**src/rtl/serial_rx_5b.sv**
```systemverilog
// Oversampling serial frame receiver: start bit, DATA_W data bits LSB first, stop bit.
// Recovers each word, pulses valid on success or frame_err on a low stop bit.
module serial_rx_5b #(
   parameter int DATA_W = 5,
   parameter int OVS    = 8
) (
   input  logic              clk,
   input  logic              reset,
   input  logic              en,
   input  logic              rx,
   output logic [DATA_W-1:0] data,
   output logic              valid,
   output logic              frame_err,
   output logic              mesgul
);

   localparam int TW = $clog2(OVS);
   localparam int BW = $clog2(DATA_W + 1);

   localparam logic [TW-1:0] TICK_MID = TW'(OVS / 2 - 1);
   localparam logic [TW-1:0] TICK_END = TW'(OVS - 1);
   localparam logic [BW-1:0] BIT_LAST = BW'(DATA_W - 1);

   typedef enum logic [2:0] {
      S_IDLE,
      S_START,
      S_DATA,
      S_STOP,
      S_WAIT_IDLE
   } state_t;

   state_t              r_state;
   logic                r_sync1;
   logic                r_sync2;
   logic [TW-1:0]       r_tick;
   logic [BW-1:0]       r_bit;
   logic [DATA_W-1:0]   r_shift;
   logic [DATA_W-1:0]   r_data;
   logic                r_valid;
   logic                r_ferr;
   logic                r_mesgul;
   logic                w_rs;

   assign w_rs      = r_sync2;
   assign data      = r_data;
   assign valid     = r_valid;
   assign frame_err = r_ferr;
   assign mesgul    = r_mesgul;

   always_ff @(posedge clk) begin
      if (reset) begin
         r_sync1  <= 1'b1;
         r_sync2  <= 1'b1;
         r_state  <= S_IDLE;
         r_tick   <= '0;
         r_bit    <= '0;
         r_shift  <= '0;
         r_data   <= '0;
         r_valid  <= 1'b0;
         r_ferr   <= 1'b0;
         r_mesgul <= 1'b0;
      end else begin
         // Synchronizer runs every clk; only the FSM is gated by en.
         r_sync1 <= rx;
         r_sync2 <= r_sync1;
         r_valid <= 1'b0;
         r_ferr  <= 1'b0;
         if (en) begin
            case (r_state)
               S_IDLE: begin
                  if (!w_rs) begin
                     r_state  <= S_START;
                     r_tick   <= '0;
                     r_mesgul <= 1'b1;
                  end
               end
               S_START: begin
                  if (r_tick == TICK_MID) begin
                     r_tick <= '0;
                     if (!w_rs) begin
                        r_state <= S_DATA;
                        r_bit   <= '0;
                     end else begin
                        r_state  <= S_IDLE;
                        r_mesgul <= 1'b0;
                     end
                  end else begin
                     r_tick <= r_tick + 1'b1;
                  end
               end
               S_DATA: begin
                  if (r_tick == TICK_END) begin
                     r_tick  <= '0;
                     r_shift <= {w_rs, r_shift[DATA_W-1:1]};
                     r_bit   <= r_bit + 1'b1;
                     if (r_bit == BIT_LAST) begin
                        r_state <= S_STOP;
                     end
                  end else begin
                     r_tick <= r_tick + 1'b1;
                  end
               end
               S_STOP: begin
                  if (r_tick == TICK_END) begin
                     r_tick <= '0;
                     if (w_rs) begin
                        r_data   <= r_shift;
                        r_valid  <= 1'b1;
                        r_state  <= S_IDLE;
                        r_mesgul <= 1'b0;
                     end else begin
                        r_ferr  <= 1'b1;
                        r_state <= S_WAIT_IDLE;
                     end
                  end else begin
                     r_tick <= r_tick + 1'b1;
                  end
               end
               S_WAIT_IDLE: begin
                  // A held-low line (break) keeps us here; only a high line re-arms.
                  if (w_rs) begin
                     r_state  <= S_IDLE;
                     r_mesgul <= 1'b0;
                  end
               end
               default: begin
                  r_state  <= S_IDLE;
                  r_mesgul <= 1'b0;
               end
            endcase
         end
      end
   end

endmodule
```
**config.mk**
```make
export PLATFORM = sky130hd
export DESIGN_NAME = serial_rx_5b
export DESIGN_NICKNAME = d
export VERILOG_FILES = /design/src/rtl/serial_rx_5b.sv
export SDC_FILE = /design/constraint.sdc
export NUM_CORES = 1
export LEC_CHECK = 0
export ABC_AREA = 1
export CAP_MARGIN = 20
export CORE_MARGIN = 2
export CORE_UTILIZATION = 50
export DETAILED_ROUTE_END_ITERATION = 6
export PLACE_DENSITY = 0.71
export SLEW_MARGIN = 20
export SYNTH_ARGS = -nofsm -noshare
export SYNTH_HDL_FRONTEND = slang
export SYNTH_SLANG_ARGS = --single-unit
```
**constraint.sdc**
```tcl
create_clock -name clk -period 3.7 [get_ports clk]
set_input_delay 0.74 -clock clk [delete_from_list [all_inputs] [get_ports clk]]
set_output_delay 0.74 -clock clk [all_outputs]
set_load 0.01 [all_outputs]
```
==> results of run 1 <==
[state kept, by name, indices dropped and copies added (netlist names)]
signal     cells
valid          1
r_bit          3
r_shift        5
data           5
mesgul         1
frame_err      1
r_tick         3
r_sync1        1
r_sync2        1
r_state        3
[final cells by class]
class,count,area (sq um),area share (%)
Clock buffer,4,36.28,2.670
Inverter,24,90.09,6.630
Multi-Input combinational cell,111,606.8,44.66
Sequential cell,24,480.5,35.36
Tap cell,28,35.03,2.578
Timing Repair Buffer,11,110.1,8.103
[synth_stat cells]
master	n	share of area [%]
a21oi_1	16	6.7
buf_2	1	0.42
buf_6	1	0.94
clkbuf_1	1	0.31
dfxtp_1	24	40
ha_1	7	7.3
inv_1	24	7.5
nand2_1	27	8.5
nand2_2	2	1.0
nand3_1	9	3.8
nand3_2	4	3.3
nand3b_1	1	0.63
nand4_1	3	1.6
nor2_1	16	5.0
nor2_2	2	1.0
nor2_4	3	2.8
nor3_1	3	1.3
o21ai_0	15	6.3
o21ai_1	1	0.42
or2_2	2	1.0
[metrics by stage]
step	total power, mW	util, %	hold slack [ns]
floorplan	0.6010	-	0.3895
global placement	0.6566	59.22	0.3975
detailed placement	0.6585	59.22	0.3974
CTS	0.7934	60.84	0.4286
global route	0.8609	60.84	0.4660
finish	0.7864	60.84	0.4287
[metal layers]
layer,vias up,share of wire (%),global-route usage (%)
li1,547,-,-
met1,474,47,23.72
met2,9,50,31.46
met3,2,1.7,2.542
met4,0,0.78,5.128
met5,-,0,0
[power groups by stage]
stage	logic [mW]	registers, mW	clock network [mW]
after global routing	0.363	0.350	0.149
after detailed placement	0.312	0.347	0
final	0.314	0.341	0.132
after global placement	0.309	0.347	0
after floorplan	0.273	0.328	0
after CTS	0.315	0.341	0.137
[logic make-up (layout without fill, tap and decap cells)]
family,count (synthesis),count (layout),synth area share (%)
AO/OA/AOI/OAI,32,32,13.37
AND/OR/NAND/NOR,72,72,29.99
flip-flops,24,24,40.13
adder cells (fa/ha/maj),7,7,7.314
buffers and inverters,27,39,9.195
[how the worst min path moves through the flow]
stage | start | to | cells past startpoint
finish | r_sync1 | r_sync2 | 1
floorplan | r_sync1 | r_sync2 | 1
detailed placement | r_sync1 | r_sync2 | 1
global placement | r_sync1 | r_sync2 | 1
CTS | r_sync1 | r_sync2 | 1
global route | r_sync1 | r_sync2 | 1
==> impl_metrics.csv, run 1 <==
group,metric,value,unit
run_status,status,"completed",
clock_network,ctsHoldBuffers,0,
synthesis,syn_nets,173,
clock_network,postCtsResizedCells,0,
setup_path,slowest_delay,0.53,ns
finish,layout_commonest_cell,"nand2_1",
drt,wl,2179,um
clock_network,clkTransAtPathRegs,0.13,ns
sta,hold_viol,0,
floorplanning,die_y,52.94,um
floorplanning,initial_utilization,53.61,%
place,hpwl,1692,um
place,gp_congestion,0.9733,
floorplanning,ios,12,
synthesis,synth-seq-cells,24,
place,dp_slack,1.577,ns
power_and_ir_drop,power_frac_seq,43.4,%
setup_path,startpoint,"data[4]",
synthesis,ys_types,20,
sta,tightest_slew,0.4392,ns
setup_path,crit_chain,"clkdlybuf4s50_1",
drt,drc_errors,0,
floorplanning,design.core.area,2233,sq um
clock_network,clock-sinks,24,
drt,drt-initial-drc-count,14,
sta,rsz0062_at_grt,"false",
clock_network,h-tree-depth,1,
finish,diodes,0,
finish,final_cells,202,
drt,post_drt_wl_per_cell,10.79,um
drt,antenna_left,0,
clock_network,clockBufferDepth,2,
global_route,grt_max_degree,17,
setup_path,end_kind,"output pin",
sta,setup_violations,0,
sta,max_freq,518.4,MHz
sta,drv_slew,0,
finish,area_delta_synth_final,13.48,%
job,drv_cap,0,
place,numPortBuffers,11,
power_and_ir_drop,clkPwrFrac,16.7,%
setup_path,crit_arrival,1.19,ns
power_and_ir_drop,irDropWorstVdd,0.0003549,V
power_and_ir_drop,powerDensity,578.8,nW/um^2
setup_path,required,2.96,ns
synthesis,postSynthAreaPerCell,7.391,sq um
finish,layout_common_cells,"nand2_1 (27), inv_1 (24), dfxtp_1 (24)",
clock_network,root_buffer,"clkbuf_4",
power_and_ir_drop,p_int,0.4644,mW
global_route,antenna_found_initial,0,
drt,drt-vias-per-instance,5.109,
clock_network,cts_setup_buffers,0,
synthesis,syn-instance-count,162,
global_route,grt_pass1_wl,3870,um
sta,fin_tns_setup,0,ns
setup_path,r2r_slack,2.04,ns
power_and_ir_drop,switching_share,40.95,%
setup_path,crit_path_end,"data[4]",
clock_network,clock_latency,0.30,ns
setup_path,r2r_cells,10,
power_and_ir_drop,p_leak,0.5695,nW
synthesis,syn_area,1197,sq um
sta,period_share,52.14,%
sta,layout_setup_ws,1.771,ns
setup_path,path_depth,1,
finish,stdcell_area,1359,sq um
hold_path,min_path_type,"reg -> reg",
setup_path,timing.rr.end,"r_state[1]",
global_route,overflow,0,
place,placed_area,1323,sq um
floorplanning,die_area,2802,sq um
clock_network,cts_tree,"yes",
setup_path,cp_max_fo,2,
synthesis,ys_seq_area_share,40.13,%
finish,n_fill_cell,226,
floorplanning,std_cell_rows,17,
power_and_ir_drop,p_comb_share,39.9,%
sta,relSlewSlack,70.68,%
setup_path,worstSetupPathType,"reg -> out",
setup_path,cp-start-kind,"flip-flop",
global_route,grt_use_total,18.27,%
synthesis,ys_warn_count,0,
sta,min_period,1.929,ns
clock_network,cts_made_buffers,3,
setup_path,critPathTopFamily,"buffers and inverters",
finish,nNetsFinal,186,
global_route,grt_pass1_vias,960,
place,dpl.cell_count,198,
setup_path,slowest_stage,"clkdlybuf4s50_1",
finish,drive_above_1_share,9.770,%
setup_path,critPathBufInv,1,
sta,finClkSkew,0.01056,ns
floorplanning,fp.dieW,52.94,um
drt,vias,1032,
power_and_ir_drop,p_sw,0.3220,mW
setup_path,r2r-start,"r_tick[0]",
drt,dr.pass1.iters,4,
Note: power is estimated with default switching activity, not from simulation.
==> inputs of run 2 (changes only) <==
--- a/config.mk
+++ b/config.mk
@@ -8,9 +8,9 @@
 export ABC_AREA = 1
 export CAP_MARGIN = 20
 export CORE_MARGIN = 2
-export CORE_UTILIZATION = 50
+export CORE_UTILIZATION = 49
 export DETAILED_ROUTE_END_ITERATION = 6
-export PLACE_DENSITY = 0.71
+export PLACE_DENSITY = 0.73
 export SLEW_MARGIN = 20
 export SYNTH_ARGS = -nofsm -noshare
 export SYNTH_HDL_FRONTEND = slang
==> constraint.sdc (replaced) <==
create_clock -name clk -period 1.6 [get_ports clk]
set_input_delay 0.32 -clock clk [delete_from_list [all_inputs] [get_ports clk]]
set_output_delay 0.32 -clock clk [all_outputs]
set_load 0.01 [all_outputs]
==> run 2 against run 1 <==
Count of clock-buffer cells in the layout is 1 lower. Worst hold slack better by 0.012 ns. Worst setup slack got worse by 1.7 ns. Sequential share of layout area shrank 2.1 points.
==> impl_metrics.csv, run 2 (synthesis gave the netlist of run 1 again) <==
group,metric,value,unit
setup_path,r2r-start,"r_tick[0]",
floorplanning,std_cell_rows,17,
power_and_ir_drop,p_leak,0.6158,nW
clock_network,clockBufferDepth,2,
drt,vias,1076,
setup_path,cp_max_fo,2,
finish,stdcell_area,1456,sq um
sta,relSlewSlack,83.45,%
sta,tightest_slew,0.2457,ns
setup_path,crit_chain,"clkdlybuf4s50_1",
finish,layout_common_cells,"nand2_1 (27), inv_1 (24), dfxtp_1 (21)",
sta,min_period,1.535,ns
drt,drt-vias-per-instance,5.124,
hold_path,min_path_type,"reg -> reg",
setup_path,worstSetupPathType,"reg -> out",
drt,drt-met1-wl,1086,um
drt,drt-initial-drc-count,33,
global_route,antenna_found_initial,0,
finish,nNetsFinal,194,
drt,wl,2356,um
setup_path,r2r_slack,0.13,ns
sta,holdWs,0.4408,ns
setup_path,startpoint,"mesgul",
global_route,grt_use_total,19.61,%
finish,diodes,0,
sta,hold_viol,0,
clock_network,clkTransAtPathRegs,0.13,ns
floorplanning,design.core.area,2255,sq um
sta,period_share,95.95,%
drt,antenna_left,0,
place,placed_area,1383,sq um
power_and_ir_drop,powerDensity,1412,nW/um^2
global_route,overflow,0,
run_status,status,"completed",
place,hpwl,1833,um
setup_path,critPathTopFamily,"buffers and inverters",
finish,drive_above_1_share,17.03,%
drt,wl_met2,1128,um
sta,rsz0062_at_grt,"false",
setup_path,critPathBufInv,1,
place,gp_congestion,0.9401,
drt,routed.top_layer,"met4",
power_and_ir_drop,irDropWorstVdd,0.0007362,V
drt,drc_errors,0,
floorplanning,initial_utilization,53.11,%
clock_network,cts_tree,"yes",
setup_path,path_depth,1,
clock_network,h-tree-depth,1,
setup_path,crit_arrival,1.22,ns
hold_path,hold_depth,1,
finish,layout_commonest_cell,"nand2_1",
setup_path,slowest_delay,0.54,ns
setup_path,slowest_stage,"clkdlybuf4s50_1",
global_route,grt_pass1_vias,997,
hold_path,worstHoldEndpoint,"r_sync2",
floorplanning,die_y,53.44,um
clock_network,root_buffer,"clkbuf_4",
sta,finClkSkew,0.008516,ns
floorplanning,ios,12,
sta,max_freq,651.4,MHz
sta,drv_slew,0,
setup_path,r2r_cells,11,
global_route,grt_pass1_wl,4043,um
clock_network,ctsHoldBuffers,0,
job,drv_cap,0,
clock_network,clock_latency,0.32,ns
clock_network,cts_made_buffers,3,
place,dp_slack,0.02353,ns
drt,post_drt_wl_per_cell,11.22,um
finish,fin_util,64.59,%
sta,fin_tns_setup,0,ns
sta,layout_setup_ws,0.06480,ns
power_and_ir_drop,total_power,2.056,mW
finish,area_delta_synth_final,21.63,%
floorplanning,die_area,2855,sq um
hold_path,min_from,"r_sync1",
setup_path,required,1.28,ns
drt,wl_met3,82,um
setup_path,timing.rr.end,"r_bit[1]",
place,dpl.cell_count,206,
global_route,grt_max_degree,17,
place,numPortBuffers,11,
finish,final_cells,210,
clock_network,clock-sinks,24,
drt,dr.pass1.iters,4,
setup_path,cp-start-kind,"flip-flop",
sta,setup_violations,0,
setup_path,end_kind,"output pin",
floorplanning,fp.dieW,53.44,um
## run 2: worst max path at each step
stage	end	slack, ns
2_1_floorplan	r_state[1]	0.16
3_3_place_gp	data[4]	0.05
3_5_place_dp	data[1]	0.02
4_1_cts	r_state[2]	0.01
5_1_grt	r_state[2]	0.004
6_report	mesgul	0.06
## run 2: layout make-up
type	count	area [sq um]
Timing Repair Buffer	19	170.2
Multi-Input combinational cell	111	624.3
Fill cell	209	798.3
Clock buffer	3	22.52
Inverter	24	90.09
Sequential cell	24	484.2
Clock inverter	1	30.03
Tap cell	28	35.03
## run 2: metal layers
layer  up-vias  GRT usage, %
li1        560             -
met1       492         23.22
met2        18         33.13
met3         6         3.107
met4         0         11.11
met5         -             0
## run 2: timing repair
| item | in CTS | in global routing |
|---|---|---|
| pin swaps | 0 | 1 |
| buffers inserted | 0 | 0 |
| setup endpoints to repair | 2 | 16 |
| gates resized for setup | 1 | 7 |
## run 2: where the power goes
group | total, mW | switching (mW) | internal [mW]
registers | 0.809 | 0.119 | 0.691
logic | 0.817 | 0.502 | 0.314
clock network | 0.430 | 0.177 | 0.253
==> inputs of run 3 (changes only) <==
--- a/config.mk
+++ b/config.mk
@@ -6,7 +6,6 @@
 export NUM_CORES = 1
 export LEC_CHECK = 0
 export ABC_AREA = 1
-export CAP_MARGIN = 20
 export CORE_MARGIN = 2
 export CORE_UTILIZATION = 49
 export DETAILED_ROUTE_END_ITERATION = 6
==> results of run 3 <==
The final DEF is identical to that of run 2; final timing and power are the same.
